## src/rtl/spi_peripheral.sv

```systemverilog
// SPI mode-0 peripheral endpoint: oversamples SCLK/SS/MOSI in the clk domain and
// exchanges up to DEPTH words per frame, MSB first.
module spi_peripheral #(
  parameter int WORD_W = 8,
  parameter int DEPTH  = 4
) (
  input  logic                       clk,
  input  logic                       rst_n,
  input  logic                       SCLK,
  input  logic                       SS,
  input  logic                       MOSI,
  output logic                       MISO,
  input  logic [WORD_W-1:0]          tx_data [0:DEPTH-1],
  output logic [WORD_W-1:0]          rx_data [0:DEPTH-1],
  output logic                       rx_valid,
  output logic [$clog2(DEPTH+1)-1:0] words_rcvd,
  output logic                       frame_done,
  output logic                       overflow,
  output logic                       busy
);

  localparam int CNT_W = $clog2(DEPTH + 1);
  localparam int IDX_W = (DEPTH > 1) ? $clog2(DEPTH) : 1;
  localparam int BIT_W = (WORD_W > 1) ? $clog2(WORD_W) : 1;
  localparam logic [CNT_W-1:0] DEPTH_C   = CNT_W'(DEPTH);
  localparam logic [BIT_W-1:0] LAST_BIT  = BIT_W'(WORD_W - 1);

  typedef enum logic {IDLE, ACTIVE} state_t;
  state_t state, state_nxt;

  logic sclk_p1, sclk_p2, sclk_p3;
  logic ss_p1, ss_p2, ss_p3;
  logic mosi_p1, mosi_p2;
  logic vld_p1, vld_p2;
  logic armed;

  logic [BIT_W-1:0]  bit_cnt;
  logic [CNT_W-1:0]  word_idx;
  logic [IDX_W-1:0]  word_sel;
  logic [WORD_W-2:0] rx_shift;
  logic [WORD_W-2:0] tx_shift;
  logic [WORD_W-1:0] rx_word;
  logic              seen_rise;

  logic sclk_rise, sclk_fall, ss_fall, ss_rise;

  // Synchroniser stages p1/p2 plus history p3; vld_pN marks pin-derived samples
  always_ff @(posedge clk) begin
    if (!rst_n) begin
      sclk_p1 <= 1'b0; sclk_p2 <= 1'b0; sclk_p3 <= 1'b0;
      ss_p1   <= 1'b1; ss_p2   <= 1'b1; ss_p3   <= 1'b1;
      mosi_p1 <= 1'b0; mosi_p2 <= 1'b0;
      vld_p1  <= 1'b0; vld_p2  <= 1'b0;
      armed   <= 1'b0;
    end else begin
      sclk_p1 <= SCLK;  sclk_p2 <= sclk_p1; sclk_p3 <= sclk_p2;
      ss_p1   <= SS;    ss_p2   <= ss_p1;   ss_p3   <= ss_p2;
      mosi_p1 <= MOSI;  mosi_p2 <= mosi_p1;
      vld_p1  <= 1'b1;  vld_p2  <= vld_p1;
      // A frame may only start once SS has genuinely been seen high after reset
      if (vld_p2 && ss_p2) armed <= 1'b1;
    end
  end

  assign sclk_rise = sclk_p2 & ~sclk_p3;
  assign sclk_fall = ~sclk_p2 & sclk_p3;
  assign ss_fall   = ~ss_p2 & ss_p3 & armed;
  assign ss_rise   = ss_p2 & ~ss_p3;

  always_ff @(posedge clk) begin
    if (!rst_n) state <= IDLE;
    else        state <= state_nxt;
  end

  always_comb begin
    state_nxt = state;
    case (state)
      IDLE:    if (ss_fall) state_nxt = ACTIVE;
      ACTIVE:  if (ss_rise) state_nxt = IDLE;
      default: state_nxt = IDLE;
    endcase
  end

  assign busy       = (state == ACTIVE);
  assign words_rcvd = word_idx;
  assign word_sel   = word_idx[IDX_W-1:0];
  assign rx_word    = {rx_shift, mosi_p2};

  // Frame datapath: acts on the synchronised strobes, one event per cycle
  always_ff @(posedge clk) begin
    if (!rst_n) begin
      MISO       <= 1'b0;
      rx_valid   <= 1'b0;
      frame_done <= 1'b0;
      overflow   <= 1'b0;
      word_idx   <= '0;
      bit_cnt    <= '0;
      seen_rise  <= 1'b0;
      for (int i = 0; i < DEPTH; i++) rx_data[i] <= '0;
    end else begin
      rx_valid   <= 1'b0;
      frame_done <= 1'b0;
      if (state == IDLE && ss_fall) begin
        bit_cnt   <= '0;
        word_idx  <= '0;
        overflow  <= 1'b0;
        seen_rise <= 1'b0;
        tx_shift  <= tx_data[0][WORD_W-2:0];
        MISO      <= tx_data[0][WORD_W-1];
      end else if (state == ACTIVE && ss_rise) begin
        frame_done <= 1'b1;
        MISO       <= 1'b0;
      end else if (state == ACTIVE && sclk_rise) begin
        seen_rise <= 1'b1;
        rx_shift  <= rx_word[WORD_W-2:0];
        if (bit_cnt == LAST_BIT) begin
          bit_cnt <= '0;
          if (word_idx < DEPTH_C) begin
            rx_data[word_sel] <= rx_word;
            rx_valid          <= 1'b1;
            word_idx          <= word_idx + 1'b1;
          end else begin
            overflow <= 1'b1;
          end
        end else begin
          bit_cnt <= bit_cnt + 1'b1;
        end
      end else if (state == ACTIVE && sclk_fall) begin
        if (word_idx >= DEPTH_C) begin
          MISO <= 1'b0;
        end else if (bit_cnt != '0) begin
          MISO     <= tx_shift[WORD_W-2];
          tx_shift <= tx_shift << 1;
        end else if (seen_rise) begin
          tx_shift <= tx_data[word_sel][WORD_W-2:0];
          MISO     <= tx_data[word_sel][WORD_W-1];
        end
      end
    end
  end

endmodule

```

## config.mk

```make
export PLATFORM = sky130hd
export DESIGN_NAME = spi_peripheral
export DESIGN_NICKNAME = d
export VERILOG_FILES = /design/src/rtl/spi_peripheral.sv
export SDC_FILE = /design/constraint.sdc
export NUM_CORES = 1
export LEC_CHECK = 0
export CELL_PAD_IN_SITES_DETAIL_PLACEMENT = 1
export CELL_PAD_IN_SITES_GLOBAL_PLACEMENT = 1
export CORE_UTILIZATION = 38
export CTS_BUF_LIST = sky130_fd_sc_hd__clkbuf_8
export DETAILED_ROUTE_END_ITERATION = 16
export HOLD_SLACK_MARGIN = 0.15
export PLACE_DENSITY_LB_ADDON = 0.1
export SYNTH_ARGS = -nofsm -noshare
export SYNTH_HDL_FRONTEND = slang
export SYNTH_SLANG_ARGS = --single-unit
```

## constraint.sdc

```tcl
create_clock -name clk -period 2.5 [get_ports clk]
set_input_delay 0.25 -clock clk [delete_from_list [all_inputs] [get_ports clk]]
set_output_delay 0.25 -clock clk [all_outputs]
set_load 0.1 [all_outputs]
```

==> Word-level counts from Yosys, hierarchy flattened <==
Cells that the tools add are included.
{ "word_totals": {"ff_bits": 69, "inputBits": 37, "elab_cells": 100} }
{ "op_classes": {"n_addsub": 2, "magnitude_cmp": 4, "n_eq_ne": 5, "muxes": 27, "bitwise_logic": 17, "reduce_logical": 20} }
{ "op_table": {"columns": ["operator", "count"], "rows": [
  ["2-to-1 mux 7 bit", 7],
  ["bitwise mux 32 bit", 1],
  ["2-to-1 mux 8 bit", 3],
  ["binary-select mux 8 bit (select 2 bit)", 1],
  ["demux 8 bit (select 2 bit)", 1],
  ["2-to-1 mux 1 bit", 12],
  ["AND reduction 4 bit", 3],
  ["NOT 1 bit", 11],
  ["nonzero test 3 bit", 3],
  ["adder 3 x 1 -> 3 bit, second input constant", 2],
  ["greater-or-equal comparator 3 bit, second input constant", 2],
  ["logical AND 1 bit", 6],
  ["inequality test 2 bit, second input constant", 3],
  ["AND reduction 6 bit", 1],
  ["bitwise AND 1 bit", 5],
  ["AND reduction 5 bit", 1],
  ["nonzero test 5 bit", 1],
  ["OR reduction 5 bit", 1],
  ["== test 3 bit, second input constant", 1],
  ["less-than comparator 3 x 1 -> 1 bit, second input constant", 1],
  ["less-than comparator 3 bit, second input constant", 1],
  ["2-to-1 mux 3 bit", 1],
  ["inequality test 3 bit, second input constant", 1],
  ["NOT 2 -> 3 bit", 1],
  ["5 further kinds", 5]
]} }

==> Logic depth before layout (Yosys ltp) <==
Gate-level depths: netlist of run 1.
{ "depth": {"ltp_word": 11, "ltp_mapped": 8, "mapped_depth_nobuf": 6} }

==> Least setup slack after synthesis of run 1 <==
No wires, ideal clock.
{ "synth_path": {"path_kind": "reg2reg", "startpoint": "register state (netlist: busy)", "endpoint": "register tx_shift[0], enable pin", "setup_ps": 360, "t_arrival_ps": 1878, "required_time_ps": 2140, "path_slack_ps": 262, "path_stages_with_launch": 5, "path_buffers": 1, "cell_sequence": "dfxtp_1 -> clkbuf_8 -> and3b_2 -> a21oi_1 -> nor2_1"} }
{ "synth_via": {"elab_chain_cells": 4, "elab_cells_between_ends": 11} }
{ "synth_rtl": {"columns": ["item", "line_no", "source"], "rows": [
  ["start: declaration", "29", "state_t state, state_nxt;"],
  ["start signal: assignment", "72", "else state <= state_nxt;"],
  ["NOT 1 bit", null, null],
  ["logical AND 1 bit", "103", "if (state == IDLE && ss_fall) begin"],
  ["inequality test 2 bit (no line), or another cell as far along", null, null],
  ["AND reduction 6 bit (no line) *", null, null],
  ["end signal: assignment", "108", "tx_shift <= tx_data[0][WORD_W-2:0];"],
  ["end signal: assignment", "133", "tx_shift <= tx_shift << 1;"],
  ["end signal: assignment", "135", "tx_shift <= tx_data[word_sel][WORD_W-2:0];"],
  ["end: declaration", "41", "logic [WORD_W-2:0] tx_shift;"]
]} }
Every way passes the cells marked *; elsewhere a longest branch is shown, timed or not.
A chain may end at the register's enable or synchronous reset.

==> Final worst setup path of run 1 <==
{ "layout_path": {"startpoint": "register bit_cnt[0]", "endpoint": "register MISO"} }
{ "layout_via": {"elab_chain_cells": 7, "elab_cells_between_ends": 9} }
{ "layout_rtl": {"columns": ["item", "line_no", "source"], "rows": [
  ["start: declaration", "37", "logic [BIT_W-1:0] bit_cnt;"],
  ["start signal: assignment", "126", "bit_cnt <= bit_cnt + 1'b1;"],
  ["nonzero test 3 bit *", "131", "end else if (bit_cnt != '0) begin"],
  ["2-to-1 mux 1 bit", "131", null],
  ["2-to-1 mux 1 bit", "129", "if (word_idx >= DEPTH_C) begin"],
  ["2-to-1 mux 1 bit", "128", "end else if (state == ACTIVE && sclk_fall) begin"],
  ["2-to-1 mux 1 bit", "113", "end else if (state == ACTIVE && sclk_rise) begin"],
  ["2-to-1 mux 1 bit", "110", "end else if (state == ACTIVE && ss_rise) begin"],
  ["2-to-1 mux 1 bit", "103", null],
  ["end signal: assignment", "109", "MISO <= tx_data[0][WORD_W-1];"],
  ["end signal: assignment", "132", "MISO <= tx_shift[WORD_W-2];"],
  ["end signal: assignment", "136", "MISO <= tx_data[word_sel][WORD_W-1];"],
  ["end: declaration", "12", "output logic MISO,"]
]} }
Every way passes the cells marked *; elsewhere a longest branch is shown, timed or not. The select of a mux whose other input is x is not followed.

==> impl_metrics.ini, run 1 <==
[outcome]
run_status = completed

[sta]
fin_worst_hold_slack_ns = 0.4189
worst-slew-pin-transition_ns = 0.9659
report.final.hold_viol_count = 0
max-slew-margin-rel_pct = 35.47
max_clock_freq_mhz = 469.7
setup-violations-final = 0
skew_ns = 0.01423
final_max_slew_viol_count = 0
min_period_over_period_pct = 85.16
finalWorstPathRequiredPeriod_ns = 2.129
rsz0062_at_grt = false
setup_total_negative_slack_ns = 0

[placement]
hpwlAfterDp_mm = 5.281
gp_routability_congestion = 0.7280
port_buffers = 76

[route]
routed-via-count = 2439
drt-vias-per-instance = 5.200
postRouteAntennaNets = 0
wl_per_cell_um = 15.92
routed_wirelength_mm = 7.468
drtPass1Iterations = 4
drc = 0
drt_iter0_drc = 137

[clocking]
skew_pair_late_insertion_delay_ns = 0.35
number_of_levels_in_the_clock_h_tree = 3
cts.root.buffer_cell = sky130_fd_sc_hd__clkbuf_8
post_cts.repair.setup_buffers = 0
cts_buffer_depth = 2
cts.clk_slew.worst_paths_ns = 0.07
post_cts_sizing_count = 0
cts_buffers = 9
cts_tree = built
cts-hold-fix-buffers = 0
tritoncts_num_sinks = 69

[yosys]
synth_compound_area_share_pct = 15.12
async_flop_share_pct = 0
syn_nets = 336
synthesis.instances = 292
yosysWarnings = 0
synth_xor_xnor_area_share_pct = 0.2956
synth_flop_cell = sky130_fd_sc_hd__dfxtp_1
ys_ff_latch = 69
synth_edf_count = 14
yosys-mux-area-fraction_pct = 9.671
synth_top_family_by_area = simple AND/OR/NAND/NOR gates
synth_cell_type_count = 38
seq_area_frac_synth_pct = 51.35
avgSynthCellArea_um2 = 10.15
adder_and_majority_gate_portion_of_the_synthesized_area_pct = 2.956
post_synth_and_or_nand_nor_area_fraction_pct = 15.16
synth_area_um2 = 2963

[flow_run]
drv.max_cap_violation_count = 0

[setup_path]
startpoint_of_the_most_critical_setup_path = bit_cnt[0]$_SDFFE_PP0P_
worst_setup_path_end_kind = flop
r2r-end = MISO$_SDFFE_PN0P_
timing.critical_path.to = MISO$_SDFFE_PN0P_
cp.required_ns = 2.77
reg2reg_from = bit_cnt[0]$_SDFFE_PP0P_
timing.critical_path.fanout_max = 9
reg2reg_setup_slack_ns = 0.37
cp_data_arrival_time_ns = 2.40
setup.worst_path.start_class = flop
ff2ff_path_depth = 6
timing.setup.critical_path_class = flop to flop

[final_layout]
post_route_cells_drive_above_1_share_pct = 17.03
most_used_cells_in_the_layout_excluding_fill_and_tap_cells = sky130_fd_sc_hd__dfxtp_1 (55), sky130_fd_sc_hd__buf_4 (47), sky130_fd_sc_hd__a21oi_1 (42)
fillCellCount = 847
final_common_cell = sky130_fd_sc_hd__dfxtp_1
area_delta_synth_final_pct = 30.15
final_nets = 410
antenna_cells = 0

[floorplanning]
coreArea_um2 = 7408
chipHeight_um = 90.30
ioPinCount = 77
area_of_the_die_um2 = 8154
die_w_um = 90.30
rows = 31
initial_core_util_pct = 39.99

[grt]
grt_first_pass_wirelength_mm = 12.28
first_global_vias = 2421
grt.overflow.total = 0
globalRouteTotalUtil_pct = 19.04
grt_max_degree = 34
antenna_found_initial = 0

[power]
power.leakage_uw = 0.001491
p_per_area_nw_per_um2 = 553.1
ir_drop_v = 0.0002961

[worst_hold_path]
min_path_type = flop to flop
[final cells by class]
type	instances	area [µm²]	share of cell area, %
timing repair buffer	83	713.2	18.49
tap	99	123.9	3.212
clock inverter	5	46.29	1.201
multi-input combinational	194	1280	33.19
inverter	9	33.78	0.8761
sequential	69	1521	39.45
clock buffer	10	137.6	3.569
[worst min-delay path by stage]
| stage | from | end | slack (ns) | cells after the start |
|---|---|---|---|---|
| floorplan | rst_n | vld_p1$_DFF_P_ | 0.28 | 0 |
| global placement | ss_p1$_SDFF_PN1_ | ss_p2$_SDFF_PN1_ | 0.40 | 1 |
| detailed placement | ss_p1$_SDFF_PN1_ | ss_p2$_SDFF_PN1_ | 0.41 | 1 |
| CTS | ss_p1$_SDFF_PN1_ | ss_p2$_SDFF_PN1_ | 0.43 | 1 |
| global route | sclk_p1$_SDFF_PN0_ | sclk_p2$_SDFF_PN0_ | 0.45 | 1 |
| finish | ss_p1$_SDFF_PN1_ | ss_p2$_SDFF_PN1_ | 0.42 | 1 |
[synthesized netlist by cell type (all sizes together), types with 2 or more instances]
library cell	n	area share, %
o21ai	42	7.1
nand3	33	5.6
dfxtp	55	37
clkbuf	10	1.9
mux4	8	7.0
and2b	4	1.1
nor2	8	1.0
buf	10	2.4
inv	8	1.0
nand2	15	1.9
ha	7	3.0
nand4	2	0.42
and2	6	1.3
and4	2	0.59
a21oi	42	7.1
nand2b	5	1.1
mux2i	8	2.7
edfxtp	14	14
[worst max-delay path: stages (launching register included)]
cell and delay, ns:
sky130_fd_sc_hd__dfxtp_1 0.34, sky130_fd_sc_hd__inv_1 0.06, sky130_fd_sc_hd__ha_1 0.14, sky130_fd_sc_hd__nor2b_1 0.76, sky130_fd_sc_hd__mux2i_1 0.19, sky130_fd_sc_hd__a2111o_1 0.42
sky130_fd_sc_hd__a31oi_1 0.14
[power by group]
group	switching [µW]	leakage [µW]	internal, µW	total, µW
Combinational	42.0	0.000813	72.4	114
Clock	400	0.000106	470	870
Sequential	6.14	0.000572	1140	1150
[routing by layer]
metal  vias up  wire length (µm)  track usage (%)
met1      1177              3514            25.33
met5         -                 0                0
met4         0               107            6.855
li1       1200                 -                -
met2        52              3576            30.22
met3        10               269            4.461
[state kept, by name, summed over array words and instances, names as in the netlist]
register / count
ss_p3: 1
sclk_p3: 1
overflow: 1
rx_valid: 1
tx_shift: 7
rx_shift: 7
MISO: 1
vld_p2: 1
sclk_p1: 1
sclk_p2: 1
vld_p1: 1
bit_cnt: 3
busy: 1
ss_p1: 1
frame_done: 1
mosi_p2: 1
armed: 1
rx_data: 32
seen_rise: 1
words_rcvd: 3
ss_p2: 1
mosi_p1: 1
[stage by stage]
| step | area [µm²] | util [%] | std cells | total power (µW) | worst slack, ns |
|---|---|---|---|---|---|
| finish | 3856 | 52.05 | 469 | 2133 | 0.3709 |
| global route | 3856 | 52.05 | 469 | 2211 | 0.2044 |
| CTS | 3856 | 52.05 | 469 | 2158 | 0.3543 |
| detailed placement | 3672 | 49.57 | 454 | 1289 | 0.3827 |
| global placement | 3672 | 49.57 | 454 | 1286 | 0.4949 |
| floorplan | 2963 | - | 292 | 1217 | 0.2619 |
[cells by family (layout without fill, tap and decap cells)]
family	after synthesis	in the layout
flip-flops	69	69
multiplexers	16	16
XOR/XNOR	1	1
AO/OA/AOI/OAI	87	87
buffers and inverters	29	107
adder cells (fa/ha/maj)	7	7
AND/OR/NAND/NOR	83	83
(Power assumes the default switching activity.)
==> run 2, diff against run 1 <==
- GPL_TIMING_DRIVEN: default -> 0
==> impl_metrics.ini, run 2 (synthesis gave the netlist of run 1 again) <==
[floorplanning]
ioPinCount = 77
rows = 31
die_w_um = 90.30
area_of_the_die_um2 = 8154
coreArea_um2 = 7408
chipHeight_um = 90.30
initial_core_util_pct = 39.99

[worst_hold_path]
min_path_type = flop to flop
min_delay_path_depth = 1
hp-start = ss_p1$_SDFF_PN1_
worst_hold_path_endpoint = ss_p2$_SDFF_PN1_

[power]
p_per_area_nw_per_um2 = 538.3
switching_power_uw = 480.2
combinational_share_of_power_pct = 5.4
power_switching_share_pct = 22.04
power_report.internal_total_uw = 1699
ir_drop_v = 0.0002791
power.share.sequential_pct = 52.7
power_frac_clock_pct = 42.0
power.leakage_uw = 0.001436

[clocking]
cts.root.buffer_cell = sky130_fd_sc_hd__clkbuf_8
number_of_levels_in_the_clock_h_tree = 3
post_cts.repair.setup_buffers = 0
cts-hold-fix-buffers = 0
cts.clk_slew.worst_paths_ns = 0.07
cts_buffer_depth = 2
tritoncts_num_sinks = 69
post_cts_sizing_count = 0
skew_pair_late_insertion_delay_ns = 0.35
cts_buffers = 9
cts_tree = built

[setup_path]
timing.critical_path.fanout_max = 9
startpoint_of_the_most_critical_setup_path = words_rcvd[2]$_SDFFE_PP0P_
reg2reg_from = busy$_SDFF_PN0_
worst_setup_path_end_kind = output pin
crit_path_max_incr_delay_ns = 1.19
cp.required_ns = 2.25
ff2ff_path_depth = 5
path_buf_inv = 1
reg2reg_setup_slack_ns = 0.40
cp_data_arrival_time_ns = 2.04
critPathSlowestCell = sky130_fd_sc_hd__clkdlybuf4s50_1
r2r-end = tx_shift[5]$_DFFE_PP_
timing.setup.critical_path_class = flop to output pin
critPathTopFamily = buffers and inverters
cells_along_the_critical_path = clkdlybuf4s50_1
setup.worst_path.start_class = flop

[route]
postRouteAntennaNets = 0
drt_iter0_drc = 93
routed_wirelength_mm = 7.843
drtPass1Iterations = 4
drc = 0
drt-vias-per-instance = 5.271
wl_per_cell_um = 16.24
routed-via-count = 2546

[final_layout]
final_common_cell = sky130_fd_sc_hd__clkdlybuf4s50_1
largest_register_ffs = 32
max_flop_register = rx_data
most_used_cells_in_the_layout_excluding_fill_and_tap_cells = sky130_fd_sc_hd__clkdlybuf4s50_1 (76), sky130_fd_sc_hd__dfxtp_1 (55), sky130_fd_sc_hd__a21oi_1 (42)
final_nets = 423
antenna_cells = 0
area_delta_synth_final_pct = 36.61
reg.largest.list = rx_data: 32 flops, rx_shift: 7 flops, tx_shift: 7 flops
fillCellCount = 836
post_route_cells_drive_above_1_share_pct = 7.813

[placement]
hpwlAfterDp_mm = 5.697
port_buffers = 76
dpl_worst_slack_ns = 0.2783
gp_routability_congestion = 0.7451

[grt]
grt_max_degree = 13
grt.overflow.total = 0
globalRouteTotalUtil_pct = 20.71
antenna_found_initial = 0
first_global_vias = 2571
grt_first_pass_wirelength_mm = 13.11

[sta]
min_period_over_period_pct = 91.48
max-slew-margin-rel_pct = 32.90
setup-violations-final = 0
rsz0062_at_grt = false
max_clock_freq_mhz = 437.3
worst-slew-pin-transition_ns = 1.003
setup_total_negative_slack_ns = 0
report.final.hold_viol_count = 0
skew_ns = 0.008716
final_max_slew_viol_count = 0
fin_worst_hold_slack_ns = 0.4222
final_critical_path_setup_slack_ns = 0.2130
finalWorstPathRequiredPeriod_ns = 2.287

[outcome]
run_status = completed

[flow_run]
drv.max_cap_violation_count = 0
==> run 2: power by group through the flow <==
stage | logic [µW] | clock network, µW | registers, µW
floorplan | 41.2 | 0 | 1180
global placement | 115 | 0 | 1170
detailed placement | 118 | 0 | 1170
CTS | 119 | 937 | 1150
global route | 127 | 981 | 1150
finish | 117 | 914 | 1150
==> run 2: worst max-delay path by stage <==
stage                            end  slack, ns  cells after the start
6_report               words_rcvd[2]       0.21                      1
5_1_grt                words_rcvd[2]       0.11                      1
4_1_cts                words_rcvd[2]       0.17                      1
3_5_place_dp   rx_shift[1]$_DFFE_PP_       0.28                      4
3_3_place_gp   rx_shift[3]$_DFFE_PP_       0.31                      4
2_1_floorplan  tx_shift[0]$_DFFE_PP_       0.26                      4
==> run 2: per-stage QoR <==
| stage | power (µW) | util [%] | cell area, µm² | instances |
|---|---|---|---|---|
| 2_1_floorplan | 1217 | - | 2963 | 292 |
| 3_3_place_gp | 1288 | 51.93 | 3847 | 467 |
| 3_5_place_dp | 1291 | 51.93 | 3847 | 467 |
| 4_1_cts | 2203 | 54.64 | 4048 | 483 |
| 5_1_grt | 2256 | 54.64 | 4048 | 483 |
| 6_report | 2179 | 54.64 | 4048 | 483 |
==> run 2: per-layer routing <==
metal	part of all wire (%)	GRT usage, %
met5	0	0
met4	1.0	6.048
met3	4.4	6.145
met2	48	33.91
met1	46	26.45
==> run 2: final cells by class <==
| class | instances | area, µm² | share of cell area, % |
|---|---|---|---|
| clock inverters | 6 | 62.56 | 1.546 |
| inverters | 9 | 33.78 | 0.8346 |
| well taps | 99 | 123.9 | 3.060 |
| clock buffers | 10 | 137.6 | 3.400 |
| multi-input cells | 194 | 1280 | 31.62 |
| flip-flops and latches | 69 | 1521 | 37.59 |
| repair buffers | 76 | 760.7 | 18.79 |
| plain buffers | 20 | 127.6 | 3.153 |
==> run 3, diff against run 2 <==
- CORE_UTILIZATION: 38 -> 50
- DONT_BUFFER_PORTS: default -> 1
==> impl_metrics.ini, run 3 (synthesis gave the netlist of run 1 again) <==
[clocking]
number_of_levels_in_the_clock_h_tree = 3
cts_buffers = 9
cts.root.buffer_cell = sky130_fd_sc_hd__clkbuf_8
cts_tree = built
cts.clk_slew.worst_paths_ns = 0.08
skew_pair_late_insertion_delay_ns = 0.35
tritoncts_num_sinks = 69
cts_buffer_depth = 2

[sta]
worst-slew-pin-transition_ns = 1.002
skew_ns = 0.01122
report.final.hold_viol_count = 0
final_max_slew_viol_count = 0
finalWorstPathRequiredPeriod_ns = 2.237
min_period_over_period_pct = 89.49
setup_total_negative_slack_ns = 0
setup-violations-final = 0
max-slew-margin-rel_pct = 33.11
fin_worst_hold_slack_ns = 0.3906
max_clock_freq_mhz = 447.0
rsz0062_at_grt = false

[floorplanning]
ioPinCount = 77
die_w_um = 78.98
chipHeight_um = 78.98
rows = 27
initial_core_util_pct = 52.83
area_of_the_die_um2 = 6238
coreArea_um2 = 5608

[setup_path]
timing.setup.critical_path_class = flop to flop
cp.required_ns = 2.50
cp_data_arrival_time_ns = 2.24
timing.critical_path.fanout_max = 10
setup.worst_path.start_class = flop
worst_setup_path_end_kind = flop

[route]
drc = 0
drt_iter0_drc = 130
postRouteAntennaNets = 0
wl_per_cell_um = 19.15
routed_wirelength_mm = 7.507
drtPass1Iterations = 4
drt-vias-per-instance = 5.906
routed-via-count = 2315

[flow_run]
drv.max_cap_violation_count = 0

[grt]
grt_first_pass_wirelength_mm = 11.94
grt_max_degree = 13
use_met1_pct = 31.89
globalRouteTotalUtil_pct = 25.60
antenna_found_initial = 0
grt_use_met3_pct = 7.241
grt.overflow.total = 0
most_crowded_layer_gr = met2
met2_usage_pct = 40.60
first_global_vias = 2372

[final_layout]
fillCellCount = 611
area_delta_synth_final_pct = 15.41
final_nets = 359
final_common_cell = sky130_fd_sc_hd__dfxtp_1
largest_register_ffs = 32
antenna_cells = 0
max_flop_register = rx_data
reg.largest.list = rx_data: 32 flops, rx_shift: 7 flops, tx_shift: 7 flops
post_route_cells_drive_above_1_share_pct = 10.63
most_used_cells_in_the_layout_excluding_fill_and_tap_cells = sky130_fd_sc_hd__dfxtp_1 (51), sky130_fd_sc_hd__a21oi_1 (42), sky130_fd_sc_hd__o21ai_0 (37)
multi_input_comb_area_um2 = 1282
final-seq-area_um2 = 1526
stdcell_area_um2 = 3420

[power]
power.leakage_uw = 0.001237
p_per_area_nw_per_um2 = 676.5
ir_drop_v = 0.0005294

[placement]
hpwlAfterDp_mm = 4.977
port_buffers = 0
gp_routability_congestion = 0.7113
placedInstanceArea_um2 = 3053

[outcome]
run_status = completed

[worst_hold_path]
min_path_type = input port to flop
run 3: cell count changes in the layout (fill, tap and decap cells not counted), sizes merged:
| cell | delta |
|---|---|
| bufinv | +2 |
| clkbuf | -1 |
| clkdlybuf4s50 | -76 |
| clkinvlp | -2 |
| dlygate4sd3 | +12 |
| inv | +1 |
run 3: worst max-delay path, stage by stage, from the launching register on:
cell                       delay [ns]
sky130_fd_sc_hd__dfxtp_2         0.51
sky130_fd_sc_hd__and4bb_2        0.37
sky130_fd_sc_hd__buf_4           0.16
sky130_fd_sc_hd__clkbuf_1        0.39
sky130_fd_sc_hd__a21oi_1         0.10
sky130_fd_sc_hd__nor2_2          0.36
run 3: worst paths after layout:
check                                      start               endpoint  slack (ns)  cells past startpoint
worst max register to register   busy$_SDFF_PN0_  tx_shift[5]$_DFFE_PP_        0.26                      5
worst max-delay path             busy$_SDFF_PN0_  tx_shift[5]$_DFFE_PP_        0.26                      5
worst min register to register  ss_p1$_SDFF_PN1_       ss_p2$_SDFF_PN1_        0.42                      1
worst min-delay path                  tx_data[2]  tx_shift[2]$_DFFE_PP_        0.39                      3
run 3: report_power, final:
| part | internal [µW] | switching [µW] |
|---|---|---|
| Combinational | 36.2 | 34.3 |
| Sequential | 1140 | 10.4 |
| Clock | 659 | 431 |
| Total | 1840 | 476 |
run 3: repair_timing:
item                                   in CTS  in global routing
setup endpoints to repair                  19                 10
resized for setup                           4                  1
buffers inserted                            0                  0
hold buffers                               12                  0
cloned                                      0                  0
endpoints found under the hold margin      19                  0
run 3: area by class of cell:
class                      count  area share [%]
multi-input combinational    194           37.50
buffer                        20           3.732
clock inverter                 7           3.366
sequential                    69           44.64
inverter                       9          0.9879
tap                           72           2.634
clock buffer                   9           3.622
timing repair buffer          12           3.513
run 3: stage by stage:
stage               total power, µW  utilization [%]  worst slack, ns  instances
floorplan                      1217                -           0.2619        292
global placement               1229            54.44         -0.06143        364
detailed placement             1231            54.44         -0.09542        364
CTS                            2326            60.95          0.01473        392
global route                   2385            60.98           0.1803        392
finish                         2313            60.98           0.2627        392
run 3: routing by layer:
layer,routed length (µm),up-vias,part of all wire [%]
met1,3371,1130,45
met4,178,0,2.4
met2,3505,68,47
met5,0,-,0
li1,-,1101,-
met3,451,16,6.0
